File: src/rtl/ex_stage.sv
// MIPS32 execute stage: single-cycle logic/shift ALU plus a multi-cycle
// radix-2 restoring divider that writes HI/LO and stalls the front of the pipe.
module ex_stage #(
  parameter int unsigned DATA_W = 32,
  parameter int unsigned REG_AW = 5
) (
  input  logic              clk,
  input  logic              rst,
  input  logic [7:0]        aluop_i,
  input  logic [2:0]        alusel_i,
  input  logic [DATA_W-1:0] reg1_i,
  input  logic [DATA_W-1:0] reg2_i,
  input  logic [REG_AW-1:0] wd_i,
  input  logic              wreg_i,
  input  logic              annul_i,
  output logic [REG_AW-1:0] wd_o,
  output logic              wreg_o,
  output logic [DATA_W-1:0] wdata_o,
  output logic              whilo_o,
  output logic [DATA_W-1:0] hi_o,
  output logic [DATA_W-1:0] lo_o,
  output logic              stallreq_o
);

  localparam int unsigned CntW = (DATA_W > 1) ? $clog2(DATA_W) : 1;
  localparam logic [CntW-1:0] LastCnt = CntW'(DATA_W - 1);

  localparam logic [7:0] OpAnd  = 8'b0010_0100;
  localparam logic [7:0] OpOr   = 8'b0010_0101;
  localparam logic [7:0] OpXor  = 8'b0010_0110;
  localparam logic [7:0] OpNor  = 8'b0010_0111;
  localparam logic [7:0] OpSll  = 8'b0111_1100;
  localparam logic [7:0] OpSrl  = 8'b0000_0010;
  localparam logic [7:0] OpSra  = 8'b0000_0011;
  localparam logic [7:0] OpDiv  = 8'b0001_1010;
  localparam logic [7:0] OpDivu = 8'b0001_1011;

  localparam logic [2:0] SelLogic = 3'b001;
  localparam logic [2:0] SelShift = 3'b010;

  typedef enum logic [1:0] {StIdle, StBusy, StDone} state_e;

  state_e            state_q, state_d;
  logic [DATA_W-1:0] dvd_q, dvd_d;   // dividend shifting out, quotient shifting in
  logic [DATA_W-1:0] dsr_q, dsr_d;
  logic [DATA_W-1:0] rem_q, rem_d;
  logic [CntW-1:0]   cnt_q, cnt_d;
  logic              quo_neg_q, quo_neg_d;
  logic              rem_neg_q, rem_neg_d;

  logic              div_op;
  logic              div_signed;
  logic [CntW-1:0]   shamt;
  logic [DATA_W-1:0] alu_res;
  logic [DATA_W-1:0] abs1;
  logic [DATA_W-1:0] abs2;
  logic [DATA_W:0]   shifted;
  logic [DATA_W:0]   trial;
  logic              stall;
  logic              done_pulse;
  logic [DATA_W-1:0] hi_res;
  logic [DATA_W-1:0] lo_res;

  assign div_op     = (aluop_i == OpDiv) || (aluop_i == OpDivu);
  assign div_signed = (aluop_i == OpDiv);
  assign shamt      = reg1_i[CntW-1:0];

  always_comb begin
    alu_res = '0;
    case (alusel_i)
      SelLogic: begin
        case (aluop_i)
          OpAnd:   alu_res = reg1_i & reg2_i;
          OpOr:    alu_res = reg1_i | reg2_i;
          OpXor:   alu_res = reg1_i ^ reg2_i;
          OpNor:   alu_res = ~(reg1_i | reg2_i);
          default: alu_res = '0;
        endcase
      end
      SelShift: begin
        case (aluop_i)
          OpSll:   alu_res = reg2_i << shamt;
          OpSrl:   alu_res = reg2_i >> shamt;
          OpSra:   alu_res = $signed(reg2_i) >>> shamt;
          default: alu_res = '0;
        endcase
      end
      default: alu_res = '0;
    endcase
  end

  assign abs1 = (div_signed && reg1_i[DATA_W-1]) ? -reg1_i : reg1_i;
  assign abs2 = (div_signed && reg2_i[DATA_W-1]) ? -reg2_i : reg2_i;

  // Trial subtract is one bit wider so the borrow lands in the MSB.
  assign shifted = {rem_q, dvd_q[DATA_W-1]};
  assign trial   = shifted - {1'b0, dsr_q};

  always_comb begin
    state_d    = state_q;
    dvd_d      = dvd_q;
    dsr_d      = dsr_q;
    rem_d      = rem_q;
    cnt_d      = cnt_q;
    quo_neg_d  = quo_neg_q;
    rem_neg_d  = rem_neg_q;
    stall      = 1'b0;
    done_pulse = 1'b0;
    hi_res     = '0;
    lo_res     = '0;

    if (annul_i) begin
      state_d = StIdle;
    end else begin
      case (state_q)
        StIdle: begin
          if (div_op) begin
            stall = 1'b1;
            if (reg2_i == '0) begin
              // Divide by zero: fixed result, no sign fix-up.
              dvd_d     = '1;
              rem_d     = reg1_i;
              quo_neg_d = 1'b0;
              rem_neg_d = 1'b0;
              state_d   = StDone;
            end else begin
              dvd_d     = abs1;
              dsr_d     = abs2;
              rem_d     = '0;
              cnt_d     = '0;
              quo_neg_d = div_signed & (reg1_i[DATA_W-1] ^ reg2_i[DATA_W-1]);
              rem_neg_d = div_signed & reg1_i[DATA_W-1];
              state_d   = StBusy;
            end
          end
        end
        StBusy: begin
          stall = 1'b1;
          if (!trial[DATA_W]) begin
            rem_d = trial[DATA_W-1:0];
            dvd_d = {dvd_q[DATA_W-2:0], 1'b1};
          end else begin
            rem_d = shifted[DATA_W-1:0];
            dvd_d = {dvd_q[DATA_W-2:0], 1'b0};
          end
          cnt_d = cnt_q + CntW'(1);
          if (cnt_q == LastCnt) begin
            state_d = StDone;
          end
        end
        StDone: begin
          done_pulse = 1'b1;
          hi_res     = rem_neg_q ? -rem_q : rem_q;
          lo_res     = quo_neg_q ? -dvd_q : dvd_q;
          state_d    = StIdle;
        end
        default: state_d = StIdle;
      endcase
    end
  end

  always_ff @(posedge clk) begin
    if (!rst) begin
      state_q   <= StIdle;
      dvd_q     <= '0;
      dsr_q     <= '0;
      rem_q     <= '0;
      cnt_q     <= '0;
      quo_neg_q <= 1'b0;
      rem_neg_q <= 1'b0;
    end else begin
      state_q   <= state_d;
      dvd_q     <= dvd_d;
      dsr_q     <= dsr_d;
      rem_q     <= rem_d;
      cnt_q     <= cnt_d;
      quo_neg_q <= quo_neg_d;
      rem_neg_q <= rem_neg_d;
    end
  end

  always_comb begin
    wd_o       = '0;
    wreg_o     = 1'b0;
    wdata_o    = '0;
    whilo_o    = 1'b0;
    hi_o       = '0;
    lo_o       = '0;
    stallreq_o = 1'b0;
    if (rst) begin
      wd_o       = wd_i;
      // Divides never write a GPR, including on their completion cycle.
      wreg_o     = wreg_i & ~div_op & (state_q != StDone);
      wdata_o    = alu_res;
      whilo_o    = done_pulse;
      hi_o       = hi_res;
      lo_o       = lo_res;
      stallreq_o = stall;
    end
  end

endmodule

File: config.mk
export PLATFORM = sky130hd
export DESIGN_NAME = ex_stage
export DESIGN_NICKNAME = d
export VERILOG_FILES = /design/src/rtl/ex_stage.sv
export SDC_FILE = /design/constraint.sdc
export NUM_CORES = 1
export LEC_CHECK = 0
export CAP_MARGIN = 20
export CORE_UTILIZATION = 30
export CTS_BUF_LIST = sky130_fd_sc_hd__clkbuf_16
export DETAILED_ROUTE_END_ITERATION = 12
export MAX_ROUTING_LAYER = met4
export PLACE_DENSITY_LB_ADDON = 0.2
export SKIP_CTS_REPAIR_TIMING = 1
export SYNTH_ARGS = -nofsm -noshare
export SYNTH_HDL_FRONTEND = slang
export SYNTH_SLANG_ARGS = --single-unit
File: constraint.sdc
create_clock -name clk -period 4.2 [get_ports clk]
set_clock_uncertainty 0.15 [all_clocks]
set_input_delay 0.84 -clock clk [delete_from_list [all_inputs] [get_ports clk]]
set_output_delay 0.84 -clock clk [all_outputs]
set_load 0.02 [all_outputs]
=== Word level (Yosys, flattened, before mapping) ===
Index checks and enable logic that the tools add are counted.

* Register bits: 105
* Input bits: 84
* Output and inout port bits: 104

* Add/sub/neg operators: 6
* Equal/unequal tests: 18
* Shift-type cells: 3
* Muxes and demuxes: 40
* Bitwise operators: 13
* Reduce and logical (&&, ||, !) cells: 12

{| class="wikitable"
|+ Operator list
! operator !! number
|-
| 2-to-1 mux 32 bit || 16
|-
| one-hot mux 32 bit (2 select lines) || 3
|-
| negator 32 bit || 4
|-
| one-hot mux 32 bit (4 select lines) || 1
|-
| one-hot mux 32 bit (3 select lines) || 1
|-
| subtractor 33 x 32 -> 33 bit || 1
|-
| AND 32 bit || 1
|-
| == test 8 x 6 -> 1 bit, second input constant || 4
|-
| logical NOT 32 bit || 1
|-
| NOT 32 bit || 1
|-
| OR 32 bit || 1
|-
| << shifter 32 x 5 -> 32 bit || 1
|-
| right shift 32 x 5 -> 32 bit || 1
|-
| >>> shifter 32 x 5 -> 32 bit || 1
|-
| XOR 32 bit || 1
|-
| == test 8 x 2 -> 1 bit, second input constant || 2
|-
| == test 8 x 5 -> 1 bit, second input constant || 2
|-
| 2-to-1 mux 5 bit || 3
|-
| 2-to-1 mux 1 bit || 10
|-
| one-hot mux 5 bit (2 select lines) || 1
|-
| == test 8 x 7 -> 1 bit, second input constant || 1
|-
| inequality test 2 bit, second input constant || 4
|-
| AND reduction 4 bit || 2
|-
| 2-to-1 mux 2 bit || 3
|-
| 18 further kinds || 26
|}

=== Logic depth before layout (Yosys ltp) ===
Gate-level depths: netlist of the first run.

* Depth in word-level cells: 6
* Gate-level depth with buffers: 15

=== Worst setup path after synthesis of the first run ===
Ideal clock, no wire load.

* Path type: input-to-output
* Start: input port reg1_i[0]
* End: output port wdata_o[14]
* Arrival time: 3143 ps
* Slack: 67 ps
* Stages on the path: 12
* Buffers on the path: 4
* Path through: clkbuf_1 buf_2 clkbuf_1 buf_1 inv_1 ha_1 a21oi_1 a21oi_1 a21oi_1 o221a_2 a211oi_1 o21a_1

* Longest elaborated chain between the ends: 4
* Elaborated cells between the ends (all ways): 6
* Classes of those cells: 3 x shift; 3 x mux

{| class="wikitable"
|+ RTL lines
! what !! RTL line !! text
|-
| from (decl) || 11 || <nowiki>input logic [DATA_W-1:0] reg1_i,</nowiki>
|-
| >>> shifter 32 x 5 -> 32 bit, or another cell as far along || 84 || <nowiki>OpSra: alu_res = $signed(reg2_i) >>> shamt;</nowiki>
|-
| one-hot mux 32 bit (3 select lines) (*) || 81 || <nowiki>case (aluop_i)</nowiki>
|-
| one-hot mux 32 bit (2 select lines) (*) || 70 || <nowiki>case (alusel_i)</nowiki>
|-
| 2-to-1 mux 32 bit (*) || 190 || <nowiki>if (rst) begin</nowiki>
|-
| to (decl) || 18 || <nowiki>output logic [DATA_W-1:0] wdata_o,</nowiki>
|}

Mark *: on every way between the ends. The rest lies on a longest branch, timed or not.

=== Final worst setup path of the first run ===
* Start: input port reg2_i[1]
* End: output port wdata_o[0]

* Longest elaborated chain between the ends: 4
* Elaborated cells between the ends (all ways): 6
* Classes of those cells: 3 x shift; 3 x mux

{| class="wikitable"
|+ RTL lines
! what !! RTL line !! text
|-
| from (decl) || 12 || <nowiki>input logic [DATA_W-1:0] reg2_i,</nowiki>
|-
| >>> shifter 32 x 5 -> 32 bit, or another cell as far along || 84 ||
|-
| one-hot mux 32 bit (3 select lines) (*) || 81 ||
|-
| one-hot mux 32 bit (2 select lines) (*) || 70 ||
|-
| 2-to-1 mux 32 bit (*) || 190 ||
|}

Marks and branches as above.

==> summary.md, run 1 <==
The residual antenna-violating net count after detailed routing was 0. The total number of clock tree sinks came out at 105. 0 antenna diodes ended up in the layout. The class of the worst hold path was reg2reg. After clock tree synthesis, the clock-pin slew on the worst setup and hold paths is 0.08 ns. The tools report the via count of the first global-routing pass as 17.7k.

The power density normalized to cell area is 160 nW/um^2, and the layout-stage area growth over the synthesis result is 43.0%. The final period utilization came out at 1.01. The worst register-to-register path ends at rem_q[25]. In this run the number of H-tree levels came out at 3. For this run, design rule violations remaining after detail routing come to 0. Entering global routing, the biggest net connects 72 pins.

Measured along the y axis, the die boundary spans 229 microns. TritonCTS built the clock tree. The routability congestion estimate from global placement was 0.978. The logs give 0.293 for the combined global-route utilization of all metal layers and 9.76 nW for the leakage power of the design.

The share of post-route cells with drive strength above 1 is 0.264. Master of the slowest instance on the critical path: sky130_fd_sc_hd__clkdlybuf4s50_1. The pre-antenna-repair detailed-routing pass consisted of 6 iterations. The tools report the relative slew slack as 0.497. The worst setup path is captured at an output pin. The via count is 18.6k. Most common cell after layout, fill and taps aside: sky130_fd_sc_hd__buf_4. Ranked by total cell area, the synthesized netlist is headed by sky130_fd_sc_hd__dfxtp_1, sky130_fd_sc_hd__ha_1, sky130_fd_sc_hd__nor2_1. The number of cell rows came out at 82.

The worst min-delay path endpoint was dsr_q[31]. Max-cap violations in this run came to 0. The largest buffer count on any clock path came out at 2. The worst path setup slack after routing is -0.0528 ns, and the clock period minus worst slack is 4.25 ns. Setup repair after global routing could not meet its margin everywhere. The tools report the fmax as 235 MHz. The run gives 0 as the final-report max-slew violation count. Measured in cells, the most critical reg-to-reg path has a length of 13. The worst ir drop on vdd was 184 uV. Global routing finished with a remaining overflow of 0. The largest area contributor in the synthesized netlist is sky130_fd_sc_hd__dfxtp_1.

The biggest cell delay along the critical path is 0.46 ns, and the final number of hold-violating endpoints is 0. The number of nets in the layout came out at 2797. Flip-flop cell with the highest count after synthesis: sky130_fd_sc_hd__dfxtp_1.

The first routing iteration left 1861 violations. Half-perimeter wire length after placement: 63.4 mm. The worst path required time was 3.21 ns; the area share of the largest cell type after synthesis was 0.137. The largest driver fanout on the critical path is 5, and the data arrival at the endpoint of the critical path is 3.26 ns. The final worst hold slack is 0.334 ns. The worst hold path begins at dsr_q[31]. The count of buffers from port buffering works out to 187. For the setup violation total in the final timing report, the log shows 1. The average vias per placed instance works out to 5.68.

When the netlist entered floorplanning its net count stood at 2331. Average wire per cell in the routed design: 23.8 microns. Yosys mapped a number of flops with a built-in enable equal to 0.

The run finished, with violations left. The share of synthesized flip-flops with an asynchronous set or reset is 0. The die width was 229 microns. In this run the clock root is driven by a sky130_fd_sc_hd__clkbuf_16. The transition at the pin with the smallest max-transition slack works out to 0.754 ns. Dominant cell type by count on the critical path: sky130_fd_sc_hd__buf_4.

The number of different library cells used by synthesis comes to 85. The slack of the worst reg-to-reg path was 0.36 ns. In the layout the commonest cells are sky130_fd_sc_hd__buf_4, sky130_fd_sc_hd__nor2_1, sky130_fd_sc_hd__a21oi_1, sky130_fd_sc_hd__nand2_1, sky130_fd_sc_hd__o21ai_0. In this run, placement finished with an instance count of 3250. In this run the critical register-to-register path is launched from rem_q[0]. Counting flops and latches in the post-synthesis netlist gives 105.

The design draws 3.53 mW. The cell area that synthesis handed to floorplanning was 15400 sq um. Count of warnings emitted by yosys: 0. The clock reaches the later pin of the worst-skew pair after 0.40 ns. The worst hold path cell count came out at 2. STA classifies the critical path startpoint as a primary input. The initial antenna violation count was 0; the share of the yosys chip area belonging to registers was 0.137. For the number of ports placed on the die boundary, the log shows 188.

The critical path goes through clkdlybuf4s50_1 -> buf_4 -> mux4_2 -> nor2_2 -> a211oi_2 -> a21oi_2 -> o21ai_2 -> buf_4 -> nand2_1 -> o31ai_1 -> a21oi_1 -> nor2_1 -> buf_2. The checks that failed: setup timing. After technology mapping, the gate count stands at 2143.

The average instance in the mapped netlist occupies 7.18 sq um. The total area inside the core boundary comes to 50400 sq um. The routed wire length was 78.1 mm.

The first global-routing pass estimated 113 mm of wire. TritonCTS created 9 clock buffers. The filler-free cell count of the finished design is 3286. The die footprint is 52200 sq um.

The run gives 0.306 as the starting density of the core. The critical path is of the in2out type.
[cell usage after synthesis, drive strengths merged, types with 33 or more instances]
master,count
nor2,281
a21oi,197
nand2,147
o21ai,147
clkbuf,139
inv,114
dfxtp,105
ha,103
a211oi,90
xor2,87
xnor2,85
mux2i,67
mux4,46
buf,38
nor3,37
nor2b,35
o31ai,34
nand3,33
[where the power goes]
part	leakage [nW]	internal, mW	switching (mW)	total [mW]
Clock	0.158	0.481	0.467	0.948
Sequential	0.846	0.998	0.00457	1.00
Combinational	8.75	0.689	0.894	1.58
[layout make-up]
class,count,area [sq um]
clock buffers,9,225
clock inverters,7,100
fillers,5179,28400
inverters,114,428
multi-input cells,1747,12800
flip-flops and latches,105,2100
well taps,672,841
repair buffers,632,5550
[sequential cells by signal, indices dropped and copies added, names as in the netlist]
name,cells
dvd_q,32
quo_neg_q,1
cnt_q,5
dsr_q,32
state_q,2
rem_neg_q,1
rem_q,32
[routing by layer]
layer / global-route usage / wire, microns / vias up
met1: 0.391 / 35300 / 9100
met3: 0.0338 / 4900 / 117
met2: 0.462 / 35300 / 697
met5: - / 0 / -
li1: - / - / 8735
met4: 0.0852 / 2580 / 0
[critical path: cells and delay by family]
family / cells / cell delay [ns]
compound gates: 5 / 0.70
buf+inv: 4 / 0.98
mux: 1 / 0.46
simple gates: 3 / 0.27
[logic make-up (layout without fill, tap and decap cells)]
kind of cell,after synthesis,after routing,synth area share
adder cells (fa/ha/maj),104,104,0.0850
XOR/XNOR,172,172,0.0978
multiplexers,116,116,0.113
AND/OR/NAND/NOR,672,672,0.208
flip-flops,105,105,0.137
buffers and inverters,291,762,0.0726
AO/OA/AOI/OAI,683,683,0.287
[worst max path at each step]
stage                          start           to  slack [ns]
after floorplan            reg1_i[0]  wdata_o[14]        0.07
after global placement    aluop_i[6]  wdata_o[17]       -1.02
after detailed placement  aluop_i[6]  wdata_o[17]       -0.99
after CTS                 aluop_i[6]  wdata_o[17]       -1.00
after global routing        dvd_q[9]     lo_o[30]       -0.10
final                      reg2_i[1]   wdata_o[0]       -0.05
[metrics by stage]
step,setup slack (ns),utilization,instance area [sq um],TNS (ns)
after CTS,-1.00,0.419,21100,-30.57
after floorplan,0.0672,-,15400,0
after detailed placement,-0.994,0.413,20800,-25.97
after global placement,-1.02,0.413,20800,-25.62
after global routing,-0.101,0.437,22000,-0.328
final,-0.0528,0.437,22000,-0.0528
Power figures use the tool's default switching activity.
==> inputs of run 2 (changes only) <==
GPL_ROUTABILITY_DRIVEN = 0   (was unset)
==> summary.md, run 2 (synthesized netlist as in run 1, its figures left out) <==
The run finished, with violations left. The final reports fail on setup timing. The diode insertion count for antenna repair is 0. The half-perimeter wire length after placement is 57.6 mm. After floorplanning, the core was divided into 82 placement rows.

Derived from the worst setup path, the maximum achievable clock frequency is 236 MHz. The residual antenna-violating net count after detailed routing is 0. The run gives 50400 sq um as the core area.

The logs give 0 for the overall overflow remaining after global route and 0.267 for the combined global-route utilization of all metal layers. Start point of the critical path: dvd_q[5]. The tools report the number of buffers inserted during clock tree synthesis as 9. The initial antenna violation count was 0; the number of DRC violations after detailed-routing iteration 0 was 1892. The clock passes through at most 2 buffers.

Share of post-route cells with drive strength above 1: 0.264. In the final layout, flip-flops and latches occupy 2100 sq um. Master of the slowest instance on the critical path: sky130_fd_sc_hd__or4_4. Routed signal wires occupy layers up through met4.

The die covers 52200 sq um. The met1 layer wirelength in the final routing was 31.7 mm; the power density normalized to cell area was 157 nW/um^2. The finished layout holds 3270 standard cells, fillers aside. Via count of the first global-routing pass: 17.5k.

The hold path startpoint was dsr_q[31]. The worst setup path is launched from a flop. The startpoint identified for the worst register-to-register timing path is rem_q[0]. Port buffering added 187 buffers. The tools report the setup violation total in the final timing report as 2. By instance count, the cell type seen most on the critical path is sky130_fd_sc_hd__or3_4. Setup repair after global routing could not meet its margin everywhere. The average wire per cell in the routed design is 22.0 microns, and the via count is 18.7k. In the routed layout, each cell is associated on average with a via count of 5.70. Transition at the pin with the smallest max-transition slack: 1.00 ns. Layout-stage area growth over the synthesis result: 42.0%.

For the final number of hold-violating endpoints, the log shows 0. The setup path with the least slack is of type reg2out. The final-report max-slew violation count came out at 0. Leaving out fill and tap cells, the most frequent cells in the layout are sky130_fd_sc_hd__buf_4, sky130_fd_sc_hd__nor2_1, sky130_fd_sc_hd__a21oi_1, sky130_fd_sc_hd__nand2_1, sky130_fd_sc_hd__o21ai_0. The met2 layer wire length in the routed design was 32.2 mm. The final period utilization came out at 1.01. The routed design uses 4.99 mm of met3 wire. The combined buffer and inverter count along the critical path was 2; the number of inserted filler cells in the final layout was 5115.

For the final worst hold slack, the log shows 0.344 ns. The largest net degree at the start of global routing was 78. The worst setup timing slack at the placement stage was -0.960 ns. In this run, placement finished with an instance count of 3236. The worst path setup slack after routing came out at -0.0367 ns. For the sum of negative setup slack, the log shows -0.0456 ns.

The relative slew slack came out at 0.329. The signal on the critical path passes through nor4_4 -> buf_4 -> nand4b_2 -> or3_4 -> nand2b_4 -> or4_4 -> or3_4 -> o21ai_2 -> xor2_1 -> nor2_1 -> buf_2. For the routed wire length, the log shows 71.9 mm. Leaving out fill and tap cells, the most frequent cell in the layout is sky130_fd_sc_hd__buf_4. CTS placed an instance of sky130_fd_sc_hd__clkbuf_16 at the clock tree root. For this run, the post-layout net count is 2781. The biggest cell delay along the critical path is 0.42 ns. The total number of clock tree sinks was 105.

IR analysis of the VDD net gives a maximum drop of 178 uV. Class of the worst hold path: reg2reg. The critical path's top delay family is simple AND/OR/NAND/NOR gates.

The logs give 0 for the total of max-cap violations and 8 for the first-pass iteration count of the detailed router. The run gives 106 mm as the global-route wire length before repair. CTS built an H-tree with a depth of 3. The number of ports placed on the die boundary is 188. The chip height was 229 microns.

The tools report the clock latency reported for the late side of the worst-skew pair as 0.38 ns. The worst setup path is captured at an output pin. The run gives 0 as the post-route DRC violation count. The leakage power of the design came out at 9.49 nW. The starting density of the core is 0.306. After clock tree synthesis, the clock-pin slew on the worst setup and hold paths is 0.08 ns.

The largest driver fanout on the critical path was 3; the data arrival at the endpoint of the critical path was 3.25 ns. For the area of the multi-input gates, the log shows 12800 sq um. For the worst setup path, the data required time is 3.21 ns. In the final layout, the registers with the most flip-flops are dsr_q (32), dvd_q (32), rem_q (32). TritonCTS built the clock tree. The clock period minus worst slack works out to 4.24 ns.

The die width is 229 microns.
run 2: layout make-up:
class	instances	share of cell area
Inverter	114	0.0196
Clock inverter	7	0.00418
Clock buffer	9	0.0103
Sequential cell	105	0.0962
Multi-Input combinational cell	1747	0.586
Timing Repair Buffer	616	0.245
Tap cell	672	0.0385
run 2: final timing paths:
| path | end | slack [ns] | cells past startpoint |
|---|---|---|---|
| min | dsr_q[31] | 0.34 | 2 |
| max reg2reg | rem_q[6] | 0.30 | 13 |
| min reg2reg | dsr_q[31] | 0.34 | 2 |
| max | lo_o[30] | -0.04 | 11 |
run 2: report_power, final:
| group | switching [mW] | internal [mW] | total [mW] |
|---|---|---|---|
| Sequential | 0.00446 | 0.998 | 1.00 |
| Combinational | 0.853 | 0.670 | 1.52 |
| Clock | 0.483 | 0.434 | 0.917 |
run 2: per-layer routing:
metal  GRT usage  vias up
met5           -        -
met4       0.109        0
met3      0.0357      159
met2       0.415      793
met1       0.346     8996
li1            -     8703
run 2: metrics by stage:
step	cell area [sq um]	total power [mW]	util
2_1_floorplan	15400	1.71	-
3_3_place_gp	20700	2.41	0.410
3_5_place_dp	20700	2.42	0.410
4_1_cts	21000	3.33	0.416
5_1_grt	21900	3.57	0.434
6_report	21900	3.44	0.434
run 2: worst reg2reg max path, cell delays in order (launching register included):
cell and delay [ns]:
sky130_fd_sc_hd__dfxtp_1 0.57, sky130_fd_sc_hd__inv_1 0.26, sky130_fd_sc_hd__fa_1 0.46, sky130_fd_sc_hd__nor2b_1 0.23
sky130_fd_sc_hd__o2111ai_1 0.17, sky130_fd_sc_hd__a21bo_2 0.27, sky130_fd_sc_hd__a21oi_1 0.21, sky130_fd_sc_hd__buf_4 0.16
sky130_fd_sc_hd__a21o_1 0.22, sky130_fd_sc_hd__a21o_1 0.23, sky130_fd_sc_hd__buf_4 0.22, sky130_fd_sc_hd__nor4_1 0.08
sky130_fd_sc_hd__a311oi_1 0.45, sky130_fd_sc_hd__a21oi_1 0.12
